<file path="src/rtl/vt_command_encoder.sv">
// rtl/vt_command_encoder.sv - serialises decoded terminal commands into a VT100 byte stream
module vt_command_encoder #(
    parameter bit          OMIT_DEFAULT = 1'b0,
    parameter logic [7:0]  ESC_CODE     = 8'h1B
) (
    input  logic       clk,
    input  logic       rst,
    input  logic       cmd_valid,
    output logic       cmd_ready,
    input  logic [3:0] cmd_type,
    input  logic [7:0] pn1,
    input  logic [7:0] pn2,
    input  logic [7:0] pchar,
    output logic [7:0] tx_data,
    output logic       tx_valid,
    input  logic       tx_ready,
    output logic       busy
);

    typedef enum logic [2:0] {
        S_IDLE, S_CHAR, S_ESC, S_BRACKET, S_P1, S_SEMI, S_P2, S_FINAL
    } state_t;

    typedef enum logic [1:0] {
        D_HUND, D_TENS, D_UNITS
    } digit_t;

    localparam logic [3:0] T_INPUT = 4'd0;
    localparam logic [3:0] T_IND   = 4'd1;
    localparam logic [3:0] T_NEL   = 4'd2;
    localparam logic [3:0] T_RI    = 4'd3;
    localparam logic [3:0] T_CUU   = 4'd4;
    localparam logic [3:0] T_CUD   = 4'd5;
    localparam logic [3:0] T_CUF   = 4'd6;
    localparam logic [3:0] T_CUB   = 4'd7;
    localparam logic [3:0] T_CUP   = 4'd8;

    localparam logic [7:0] ASCII_0 = 8'h30;

    state_t     state;
    digit_t     dsub;
    logic [3:0] typ_q;
    logic [7:0] pn1_q, pn2_q;
    // Digits are held already converted to ASCII so they go straight onto tx_data.
    logic [7:0] p1_h, p1_t, p1_u;
    logic [7:0] p2_h, p2_t, p2_u;

    logic       is_esc_only, is_cursor, is_cup, omit;
    logic [7:0] final_char;
    logic [7:0] p1_first, p2_first;
    digit_t     p1_first_sub, p2_first_sub;

    assign busy        = (state != S_IDLE);
    assign is_esc_only = (typ_q == T_IND) || (typ_q == T_NEL) || (typ_q == T_RI);
    assign is_cursor   = (typ_q >= T_CUU) && (typ_q <= T_CUB);
    assign is_cup      = (typ_q == T_CUP);
    assign omit        = OMIT_DEFAULT &&
                         ((is_cursor && pn1_q == 8'd1) ||
                          (is_cup && pn1_q == 8'd1 && pn2_q == 8'd1));

    always_comb begin
        final_char = 8'h48;
        case (typ_q)
            T_IND:   final_char = 8'h44;
            T_NEL:   final_char = 8'h45;
            T_RI:    final_char = 8'h4D;
            T_CUU:   final_char = 8'h41;
            T_CUD:   final_char = 8'h42;
            T_CUF:   final_char = 8'h43;
            T_CUB:   final_char = 8'h44;
            default: final_char = 8'h48;
        endcase
    end

    // Leading zero digits are skipped; the units digit is always emitted.
    always_comb begin
        p1_first     = p1_u;
        p1_first_sub = D_UNITS;
        if (p1_h != ASCII_0) begin
            p1_first     = p1_h;
            p1_first_sub = D_HUND;
        end else if (p1_t != ASCII_0) begin
            p1_first     = p1_t;
            p1_first_sub = D_TENS;
        end
        p2_first     = p2_u;
        p2_first_sub = D_UNITS;
        if (p2_h != ASCII_0) begin
            p2_first     = p2_h;
            p2_first_sub = D_HUND;
        end else if (p2_t != ASCII_0) begin
            p2_first     = p2_t;
            p2_first_sub = D_TENS;
        end
    end

    always_ff @(posedge clk or negedge rst) begin
        if (!rst) begin
            state     <= S_IDLE;
            dsub      <= D_HUND;
            cmd_ready <= 1'b1;
            tx_valid  <= 1'b0;
            tx_data   <= 8'h00;
            typ_q     <= 4'd0;
            pn1_q     <= 8'd0;
            pn2_q     <= 8'd0;
            p1_h      <= 8'd0;
            p1_t      <= 8'd0;
            p1_u      <= 8'd0;
            p2_h      <= 8'd0;
            p2_t      <= 8'd0;
            p2_u      <= 8'd0;
        end else if (state == S_IDLE) begin
            if (!cmd_ready) begin
                // Only reached after an invalid command: one dead cycle, then ready again.
                cmd_ready <= 1'b1;
            end else if (cmd_valid) begin
                cmd_ready <= 1'b0;
                typ_q     <= cmd_type;
                pn1_q     <= pn1;
                pn2_q     <= pn2;
                p1_h      <= ASCII_0 + pn1 / 8'd100;
                p1_t      <= ASCII_0 + (pn1 / 8'd10) % 8'd10;
                p1_u      <= ASCII_0 + pn1 % 8'd10;
                p2_h      <= ASCII_0 + pn2 / 8'd100;
                p2_t      <= ASCII_0 + (pn2 / 8'd10) % 8'd10;
                p2_u      <= ASCII_0 + pn2 % 8'd10;
                if (cmd_type == T_INPUT) begin
                    state    <= S_CHAR;
                    tx_data  <= pchar;
                    tx_valid <= 1'b1;
                end else if (cmd_type <= T_CUP) begin
                    state    <= S_ESC;
                    tx_data  <= ESC_CODE;
                    tx_valid <= 1'b1;
                end
            end
        end else if (tx_valid && tx_ready) begin
            case (state)
                S_ESC: begin
                    if (is_esc_only) begin
                        state   <= S_FINAL;
                        tx_data <= final_char;
                    end else begin
                        state   <= S_BRACKET;
                        tx_data <= 8'h5B;
                    end
                end
                S_BRACKET: begin
                    if (omit) begin
                        state   <= S_FINAL;
                        tx_data <= final_char;
                    end else begin
                        state   <= S_P1;
                        dsub    <= p1_first_sub;
                        tx_data <= p1_first;
                    end
                end
                S_P1: begin
                    case (dsub)
                        D_HUND: begin
                            dsub    <= D_TENS;
                            tx_data <= p1_t;
                        end
                        D_TENS: begin
                            dsub    <= D_UNITS;
                            tx_data <= p1_u;
                        end
                        default: begin
                            if (is_cup) begin
                                state   <= S_SEMI;
                                tx_data <= 8'h3B;
                            end else begin
                                state   <= S_FINAL;
                                tx_data <= final_char;
                            end
                        end
                    endcase
                end
                S_SEMI: begin
                    state   <= S_P2;
                    dsub    <= p2_first_sub;
                    tx_data <= p2_first;
                end
                S_P2: begin
                    case (dsub)
                        D_HUND: begin
                            dsub    <= D_TENS;
                            tx_data <= p2_t;
                        end
                        D_TENS: begin
                            dsub    <= D_UNITS;
                            tx_data <= p2_u;
                        end
                        default: begin
                            state   <= S_FINAL;
                            tx_data <= 8'h48;
                        end
                    endcase
                end
                default: begin
                    // CHAR and FINAL: last byte taken, return to IDLE.
                    state     <= S_IDLE;
                    tx_valid  <= 1'b0;
                    cmd_ready <= 1'b1;
                end
            endcase
        end
    end

endmodule

</file>
<file path="config.mk">
export PLATFORM = sky130hd
export DESIGN_NAME = vt_command_encoder
export DESIGN_NICKNAME = d
export VERILOG_FILES = /design/src/rtl/vt_command_encoder.sv
export SDC_FILE = /design/constraint.sdc
export NUM_CORES = 1
export LEC_CHECK = 0
export BUFFER_PORTS_ARGS = -buffer_cell sky130_fd_sc_hd__buf_4
export CAP_MARGIN = 10
export CELL_PAD_IN_SITES_DETAIL_PLACEMENT = 0
export CELL_PAD_IN_SITES_GLOBAL_PLACEMENT = 1
export CORE_UTILIZATION = 45
export CTS_CLUSTER_DIAMETER = 120
export DETAILED_ROUTE_END_ITERATION = 6
export HOLD_SLACK_MARGIN = 0.08
export PLACE_DENSITY_LB_ADDON = 0.1
export SLEW_MARGIN = 20
export SYNTH_ARGS = -nofsm -noshare
export SYNTH_HDL_FRONTEND = slang
export SYNTH_SLANG_ARGS = --single-unit
</file>
<file path="constraint.sdc">
create_clock -name clk -period 5.4 [get_ports clk]
set_input_delay 0.27 -clock clk [delete_from_list [all_inputs] [get_ports clk]]
set_output_delay 0.27 -clock clk [all_outputs]
set_load 0.1 [all_outputs]
</file>
Yosys cells after proc, flatten, opt, wreduce, memory -nomap -nowiden
Cells that the tools add are included.
{"block": "totals", "reg_bits": 67, "in_bits": 32, "out_inout_bits": 11, "word_cells": 118}
{"block": "op_classes", "addsub": 6, "n_div": 8, "magnitude_cmp": 1, "eq_ne": 25, "n_mux": 45, "bitwise_logic": 1, "n_reduce_logical": 20}
{"op": "$mux W8", "n": 12}
{"op": "$add A6 B8 Y8 const A", "n": 6}
{"op": "$pmux W8 S5", "n": 1}
{"op": "$mod A8 B4 Y8 const B", "n": 4}
{"op": "$ne A8 B6 Y1 const B", "n": 4}
{"op": "$pmux W8 S2", "n": 2}
{"op": "$mux W3", "n": 9}
{"op": "$pmux W4 S6", "n": 1}
{"op": "$div A8 B4 Y8 const B", "n": 2}
{"op": "$div A8 B7 Y8 const B", "n": 2}
{"op": "$eq A4 B3 Y1 const B", "n": 4}
{"op": "$pmux W3 S5", "n": 1}
{"op": "$mux W1", "n": 12}
{"op": "$mux W2", "n": 5}
{"op": "$reduce_and A5 Y1", "n": 2}
{"op": "$eq A3 B3 Y1 const B", "n": 3}
{"op": "$eq A4 B2 Y1 const B", "n": 2}
{"op": "$eq A3 B2 Y1 const B", "n": 2}
{"op": "$ne A3 B1 Y1 const B", "n": 2}
{"op": "$ne A3 B3 Y1 const B", "n": 2}
{"op": "$pmux W2 S3", "n": 1}
{"op": "$reduce_and A6 Y1", "n": 1}
{"op": "$reduce_bool A3 Y1", "n": 2}
{"op": "$reduce_bool A6 Y1", "n": 1}
{"op": "19 further kinds", "n": 23}

Depth between registers and ports, before layout
Gate-level depths: netlist (run 1).
{"block": "depth", "depth_word": 8, "ltp_mapped": 23, "depth_no_buf": 22}

Worst setup path after synthesis (run 1)
OpenSTA, ideal clock, no wires.
{"block": "synth_path", "path_type": "in2reg", "start": "input port pn2[5]", "end": "register p2_t[6]", "setup_time_ps": 66, "arrival_ps": 3917, "required_ps": 5334, "setup_slack_ps": 1417, "stages": 23, "path_buffers": 1, "path_cell_list": "buf_6 > inv_1 > ha_1 > and3b_1 > o21a_1 > nor4_4 > a211o_1 > ha_1 > inv_1 > a311o_1 > nor4_1 > and3_1 > nor2_1 > xnor2_1 > ha_1 > inv_1 > a21oi_1 > a221oi_2 > xnor2_1 > ha_1 > xnor2_1 > nand2_1 > nand2_1"}
{"block": "synth_between", "elab_chain_len": 3}
{"element": "from (decl)", "line_no": "12", "text": "input logic [7:0] pn2,"}
{"element": "$div A8 B4 Y8", "line_no": "126", "text": "p2_t <= ASCII_0 + (pn2 / 8'd10) % 8'd10;"}
{"element": "$mod A8 B4 Y8", "line_no": "126"}
{"element": "$add A6 B8 Y8", "line_no": "126"}
{"element": "to (signal assigned)", "line_no": "126"}
{"element": "to (decl)", "line_no": "46", "text": "logic [7:0] p2_h, p2_t, p2_u;"}
Every way passes these cells.
A chain may end at the register's enable or synchronous reset.

Worst setup path in the final report (run 1)
{"block": "layout_path", "start": "input port pn2[5]", "end": "register p2_t[5]"}
The elaborated chain is that of the path after synthesis.

==> results.md, run 1 <==
- Wire length of the first global-routing pass: approximately 23 mm
- Vias post-DR: just under 5000
- DRC violations left: 0
- Clock-pin slew on the worst setup and hold paths: 0.10 ns
- Main flop type after synthesis: sky130_fd_sc_hd__dfrtp_1
- Placed wire-length estimate after detailed placement: 10.5 mm
- Area grow syn2layout: 9.45%
- Total length of routed wires: 13.7 mm
- Share of the synthesized area in the top cell type: a little over a quarter
- Portion of netlist area occupied by mux cells: 3.22%
- Number of inserted diodes: 0
- Critical Path Sink Type: flip-flop
- Setup repair bufs after CTS: 0
- PD cells: 446 mW/mm^2
- Number of levels the H-tree was split into: 2
- Origin of the critical flop-to-flop path: state[0]$_DFFE_PN0P_
- Mean routed wirelength per cell: around 17 um
- Standard cell core area: about 0.011 mm^2
- Detailed-routed wire length on met2: 6.43 mm
- IO Count: 43
- Number of synthesized flops with an enable pin: 0
- Minimum setup slack among reg-to-reg paths: 2.67 ns
- Fraction of the cycle the final worst path needs: about 77%
- Leak Pwr: about 2.4 nW
- Fraction of the mapped netlist area in compound gates: 30.4%
- Setup skew after layout: 0.0116 ns
- Crit path time final: about 4.2 ns
- Worst R2R Path Depth: 7
- Clock sink total: 56
- Most frequent standard cell in the layout excluding fill and tap cells: sky130_fd_sc_hd__nand2_1
- FFs w/ async S/R, synth: 100%
- Path category of the worst min-delay check: in -> reg
- Skew-Pair Late Insertion Delay: 0.32 ns
- Hold Fails Final Rpt: 0
- Max rail drop VDD: 0.281 mV
- Instance area at placement: 0.00543 mm^2
- Worst Setup SP: pn2[5]
- Most area-consuming cells after synthesis: sky130_fd_sc_hd__dfrtp_1, sky130_fd_sc_hd__o21ai_0, sky130_fd_sc_hd__nand2_1
- Initial core utilization: 46.4%
- Top routing layer in use: met4
- Delay of the slowest cell on the worst path: 0.37 ns
- Post-synthesis instance area: 0.00506 mm^2
- Commonest cells after routing, fill and taps aside: sky130_fd_sc_hd__nand2_1, sky130_fd_sc_hd__o21ai_0, sky130_fd_sc_hd__dfrtp_1
- Number of core rows: 38
- Pin count of the biggest net entering global routing: 58
- Post-route total power: about 2.5 mW
- Antenna Nets Post-Route: 0
- Die Width: 108 um
- Required time of the worst setup path: ~5.6 ns
- Fraction of final layout cells sized beyond drive strength 1: between 10% and 20%
- Total of max-cap violations: 0
- Final cell area excluding filler cells: about 0.0055 mm^2
- Worst r2r dst: tx_data[5]$_DFFE_PN0P_
- Slew at the pin closest to its max-slew limit: 0.848 ns
- Yosys Warn Count: 0
- Iteration-0 DRC count of the detailed router: 345
- Maximum fanout along the worst path: 16
- End point of the critical path: p2_t[5]$_DFFE_PN0P_
- Met3 wire length: 569 um
- Library cell occupying the most area in the post-synthesis netlist: sky130_fd_sc_hd__dfrtp_1
- Worst path most repeated cell: sky130_fd_sc_hd__ha_1
- Die height: 108 um
- Die footprint: 0.0117 mm^2
- TritonCTS clock tree: built
- XOR/XNOR Fraction of Synth Area: 4.16%
- Total of hold buffers inserted after clock tree synthesis: 1
- Met1 wire length: between 6 and 7 mm
- Worst setup path class: in -> reg
- Fraction of the yosys area taken by sequential cells: 27.7%
- Number of nets at the end of the flow: 729
- Number of clock buffers inserted by TritonCTS: 5
- Largest family of logic cells by synthesized area: compound AO/OA/AOI/OAI gates
- Cell count after synthesis: 660
- Sum of overflow across all layers after global routing: 0
- Clock tree buffer depth: 2
- Peak Freq: around 0.24 GHz
- Total Routing Usage GR: 24.4%
- Total of flip-flops plus latches after synthesis: 56
- Library cells used by synthesis: 92
- RSZ-0062 raised after global routing: false
- Status: finished clean
- Resize count post-CTS: 0
- Slowest CP cell: sky130_fd_sc_hd__ha_1
- Initial antenna violation count: 0
- # port buffers: 42
- Cell-by-cell trace of the critical path: buf_4 -> inv_1 -> ha_1 -> and3b_1 -> o21a_1 -> nor4_4 -> a211o_1 -> ha_1 -> inv_1 -> a311o_1 -> nor4_1 -> and3_1 -> nor2_1 -> xnor2_1 -> ha_1 -> inv_1 -> a21oi_1 -> a221oi_2 -> xnor2_1 -> ha_1 -> o21ai_0
- Post-synthesis share of cell area spent on and, or, nand and nor gates: 24.8%
- Element type at the critical path start: input port
- Final count of pins violating max slew: 0
- Area share of fa/ha/maj cells after synthesis: 3.91%
- Arrival time of data at the critical path endpoint: about 4.4 ns
- Routability congestion estimate from global placement: 0.897
- Number of optimization iterations in the first detailed-route pass: 7
- Post-route setup TNS: 0 ns
- Average footprint of a synthesized cell: 7.66 um^2
- Clock root cell: sky130_fd_sc_hd__clkbuf_8
- Number of global-route vias before repair: roughly 4500
- Setup violations, final: 0
- Number of vias per cell after detailed routing: 5.98
- Max transition margin: between 40% and 50%
cells in the mapped netlist, types with 8 or more instances:
cell type / instances
sky130_fd_sc_hd__a211oi_1: 8
sky130_fd_sc_hd__a21oi_1: 54
sky130_fd_sc_hd__a31oi_1: 20
sky130_fd_sc_hd__buf_2: 9
sky130_fd_sc_hd__clkbuf_1: 19
sky130_fd_sc_hd__dfrtp_1: 55
sky130_fd_sc_hd__ha_1: 15
sky130_fd_sc_hd__inv_1: 28
sky130_fd_sc_hd__mux2i_1: 8
sky130_fd_sc_hd__nand2_1: 86
sky130_fd_sc_hd__nand2b_1: 15
sky130_fd_sc_hd__nand3_1: 10
sky130_fd_sc_hd__nand4_1: 8
sky130_fd_sc_hd__nor2_1: 45
sky130_fd_sc_hd__nor2b_1: 13
sky130_fd_sc_hd__nor3_1: 13
sky130_fd_sc_hd__o211ai_1: 10
sky130_fd_sc_hd__o21ai_0: 65
sky130_fd_sc_hd__o21ai_1: 9
sky130_fd_sc_hd__xnor2_1: 17
power breakdown:
group	total [mW]	switching (mW)	leakage, nW	internal (mW)
logic	1.36	0.871	1.65	0.490
registers	0.859	0.250	0.690	0.609
clock network	0.249	0.135	0.0503	0.115
total	2.47	1.26	2.39	1.21
critical path: cells and delay by family:
kind            cells  cell delay (ns)
xor+xnor            2             0.49
fa+ha+maj           4             1.05
compound gates      6             1.15
buf+inv             4             0.34
simple gates        5             1.08
final cells by class:
cell class | instances | area (um^2)
inverter | 32 | 125
fill | 1090 | 5350
clock buffer | 7 | 96.3
timing repair buffer | 48 | 363
tap | 140 | 175
sequential | 56 | 1400
multi-input combinational | 539 | 3370
state kept, by name, summed over array words and instances, names as in the netlist:
name,cells
cmd_ready,1
dsub,2
p1_h,3
p1_t,8
p1_u,8
p2_h,2
p2_t,8
p2_u,8
state,3
tx_data,8
tx_valid,1
typ_q,4
metal layers:
metal  vias to the layer above  GRT usage (%)
met5                         -              0
met4                         0           8.41
li1                       2443              -
met2                       139           41.1
met3                        24           2.41
met1                      2312           32.4
worst min-delay path by stage:
stage / end / slack [ns] / start / depth (start not counted)
3_3_place_gp: tx_valid$_DFFE_PN0P_ / 0.36 / rst / 1
3_5_place_dp: tx_valid$_DFFE_PN0P_ / 0.37 / rst / 1
4_1_cts: typ_q[2]$_DFFE_PN0P_ / 0.14 / cmd_type[2] / 3
6_report: typ_q[0]$_DFFE_PN0P_ / 0.14 / cmd_type[0] / 3
2_1_floorplan: dsub[0]$_DFFE_PN0P_ / -0.03 / rst / 0
5_1_grt: typ_q[1]$_DFFE_PN0P_ / 0.15 / cmd_type[1] / 3
logic make-up after synthesis:
| group | Yosys count |
|---|---|
| flip-flops | 56 |
| AO/OA/AOI/OAI | 237 |
| adder cells (fa/ha/maj) | 16 |
| XOR/XNOR | 24 |
| buffers and inverters | 66 |
| multiplexers | 15 |
| other | 1 |
| AND/OR/NAND/NOR | 245 |
through the flow:
| stage | util [%] | hold slack [ns] | worst slack, ns | instances |
|---|---|---|---|---|
| floorplan | - | -0.0256 | 1.42 | 661 |
| global placement | 49.9 | 0.356 | 1.07 | 814 |
| detailed placement | 49.9 | 0.368 | 0.935 | 814 |
| CTS | 50.8 | 0.139 | 1.25 | 822 |
| global route | 50.8 | 0.150 | 0.929 | 822 |
| finish | 50.8 | 0.143 | 1.24 | 822 |
No activity file was read; power rests on OpenSTA's default activity.
==> inputs of run 2 (changes only) <==
clock period = 3.89 ns   (was 5.4 ns; I/O delays follow)
==> results.md, run 2 (synthesis results as in run 1) <==
- Status: finished clean
- Worst slack at placement: -0.0743 ns
- Arrival time of data at the critical path endpoint: 3.90 ns
- Total placed cells including tap cells: slightly above 800
- Number of vias per cell after detailed routing: approximately 5.9
- Iteration-0 DRC count of the detailed router: 299
- RSZ-0062 raised after global routing: false
- Skew-Pair Late Insertion Delay: approximately 0.32 ns
- Antenna Nets Post-Route: 0
- Fraction of final layout cells sized beyond drive strength 1: between 10% and 20%
- Clock-pin slew on the worst setup and hold paths: approximately 0.09 ns
- Worst setup path class: in -> reg
- Routability congestion estimate from global placement: 0.941
- Setup violations, final: 0
- Most frequent standard cell in the layout excluding fill and tap cells: sky130_fd_sc_hd__nand2_1
- DRC violations left: 0
- Resize count post-CTS: 0
- Origin of the critical flop-to-flop path: state[0]$_DFFE_PN0P_
- Minimum setup slack among reg-to-reg paths: 1.34 ns
- End point of the critical path: p2_t[6]$_DFFE_PN0P_
- Worst path setup slack after routing: 0.254 ns
- Wire length of the first global-routing pass: 22.7 mm
- Path category of the worst min-delay check: in -> reg
- TritonCTS clock tree: built
- PD cells: between 600 and 700 mW/mm^2
- Critical Path Sink Type: flip-flop
- Clock tree buffer depth: 2
- Total length of routed wires: 13.7 mm
- Standard cell core area: around 0.011 mm^2
- Peak Freq: 0.275 GHz
- Initial antenna violation count: 0
- Worst r2r dst: tx_data[1]$_DFFE_PN0P_
- Clock root cell: sky130_fd_sc_hd__clkbuf_8
- Total of max-cap violations: 0
- Instance area at placement: 0.00555 mm^2
- Sum of overflow across all layers after global routing: 0
- Worst Setup SP: pn2[5]
- Number of core rows: 38
- Mean routed wirelength per cell: about 16 um
- Number of optimization iterations in the first detailed-route pass: 5
- Placed wire-length estimate after detailed placement: 10.5 mm
- Pin count of the biggest net entering global routing: 57
- Die height: 108 um
- # port buffers: 42
- Max rail drop VDD: around 0.5 mV
- Final core occ: 52.3%
- Leak Pwr: approximately 2.5 nW
- IO Count: 43
- Post-route total power: 3.44 mW
- Required time of the worst setup path: between 4 and 5 ns
- Slew at the pin closest to its max-slew limit: a little over 0.7 ns
- Hold slack final: 0.112 ns
- Final cell area excluding filler cells: between 0.005 and 0.006 mm^2
- Number of global-route vias before repair: 4704
- Number of nets at the end of the flow: 749
- Initial core utilization: 46.4%
- Vias post-DR: around 5000
- Max transition margin: 52.2%
- Crit path time final: 3.64 ns
- Fraction of the cycle the final worst path needs: 93.5%
- Number of clock buffers inserted by TritonCTS: 5
- Number of inserted diodes: 0
- Total Routing Usage GR: 24.4%
- Die Width: 108 um
- Final count of pins violating max slew: 0
- Worst R2R Path Depth: 8
- Setup skew after layout: between 0.007 and 0.008 ns
- Hold Fails Final Rpt: 0
- Area grow syn2layout: 12.6%
- Maximum fanout along the worst path: 6
- Number of levels the H-tree was split into: 2
- Element type at the critical path start: input port
- Die footprint: 0.0117 mm^2
- Clock sink total: 56
- Post-route setup TNS: 0 ns
- Finished Layout Cells: approximately 840
- Commonest cells after routing, fill and taps aside: sky130_fd_sc_hd__nand2_1, sky130_fd_sc_hd__o21ai_0, sky130_fd_sc_hd__buf_4
-- run 2: cell count changes in the layout (fill, tap and decap cells not counted) --
cell,before,now
sky130_fd_sc_hd__dlygate4sd3_1,1,5
sky130_fd_sc_hd__clkbuf_1,0,2
sky130_fd_sc_hd__buf_4,47,63
sky130_fd_sc_hd__nor4_1,6,5
sky130_fd_sc_hd__clkbuf_8,7,6
sky130_fd_sc_hd__nor4_2,0,1
-- run 2: power by group --
group | internal (mW) | switching, mW
sequential | 0.845 | 0.343
combinational | 0.704 | 1.22
clock | 0.146 | 0.184
total | 1.69 | 1.74
-- run 2: worst min path at each step --
stage / from / endpoint / slack (ns) / cells after the start
6_report: cmd_type[3] / typ_q[3]$_DFFE_PN0P_ / 0.11 / 3
5_1_grt: pn2[0] / p2_u[0]$_DFFE_PN0P_ / 0.12 / 3
4_1_cts: cmd_type[3] / typ_q[3]$_DFFE_PN0P_ / 0.11 / 3
3_5_place_dp: rst / tx_valid$_DFFE_PN0P_ / 0.29 / 1
3_3_place_gp: rst / p1_u[6]$_DFFE_PN0P_ / 0.28 / 1
2_1_floorplan: rst / dsub[0]$_DFFE_PN0P_ / -0.10 / 0
-- run 2: timing repair --
| item | 4_1_cts | 5_1_grt |
|---|---|---|
| buffers inserted | 0 | 1 |
| endpoints found under the setup margin | 0 | 2 |
| endpoints found under the hold margin | 59 | 0 |
| hold buffers | 5 | 0 |
-- run 2: metal layers --
metal	vias to the layer above	GRT usage (%)	part of all wire (%)
met5	-	0	0
met4	0	9.98	3.1
met3	26	2.77	3.6
met2	120	40.6	47
met1	2344	32.0	46
li1	2492	-	-
-- run 2: area by class of cell --
type / count / area, um^2
Fill cell: 1090 / 5190
Timing Repair Buffer: 68 / 523
Multi-Input combinational cell: 539 / 3380
Tap cell: 140 / 175
Inverter: 32 / 125
Clock buffer: 8 / 90.1
Sequential cell: 56 / 1400
-- run 2: worst max-delay path, stage by stage --
cell and delay [ns]:
sky130_fd_sc_hd__buf_4 0.11, sky130_fd_sc_hd__inv_1 0.05, sky130_fd_sc_hd__ha_1 0.32, sky130_fd_sc_hd__and3b_1 0.20
sky130_fd_sc_hd__o21a_1 0.21, sky130_fd_sc_hd__nor4_4 0.33, sky130_fd_sc_hd__a211o_1 0.16, sky130_fd_sc_hd__ha_1 0.18
sky130_fd_sc_hd__inv_1 0.05, sky130_fd_sc_hd__a311o_1 0.30, sky130_fd_sc_hd__nor4_2 0.17, sky130_fd_sc_hd__and3_1 0.21
sky130_fd_sc_hd__nor2_1 0.05, sky130_fd_sc_hd__xnor2_1 0.14, sky130_fd_sc_hd__ha_1 0.18, sky130_fd_sc_hd__inv_1 0.05
sky130_fd_sc_hd__a21oi_1 0.06, sky130_fd_sc_hd__a221oi_2 0.29, sky130_fd_sc_hd__xnor2_1 0.18, sky130_fd_sc_hd__ha_1 0.20
sky130_fd_sc_hd__xnor2_1 0.11, sky130_fd_sc_hd__nand2_1 0.07, sky130_fd_sc_hd__nand2_1 0.07
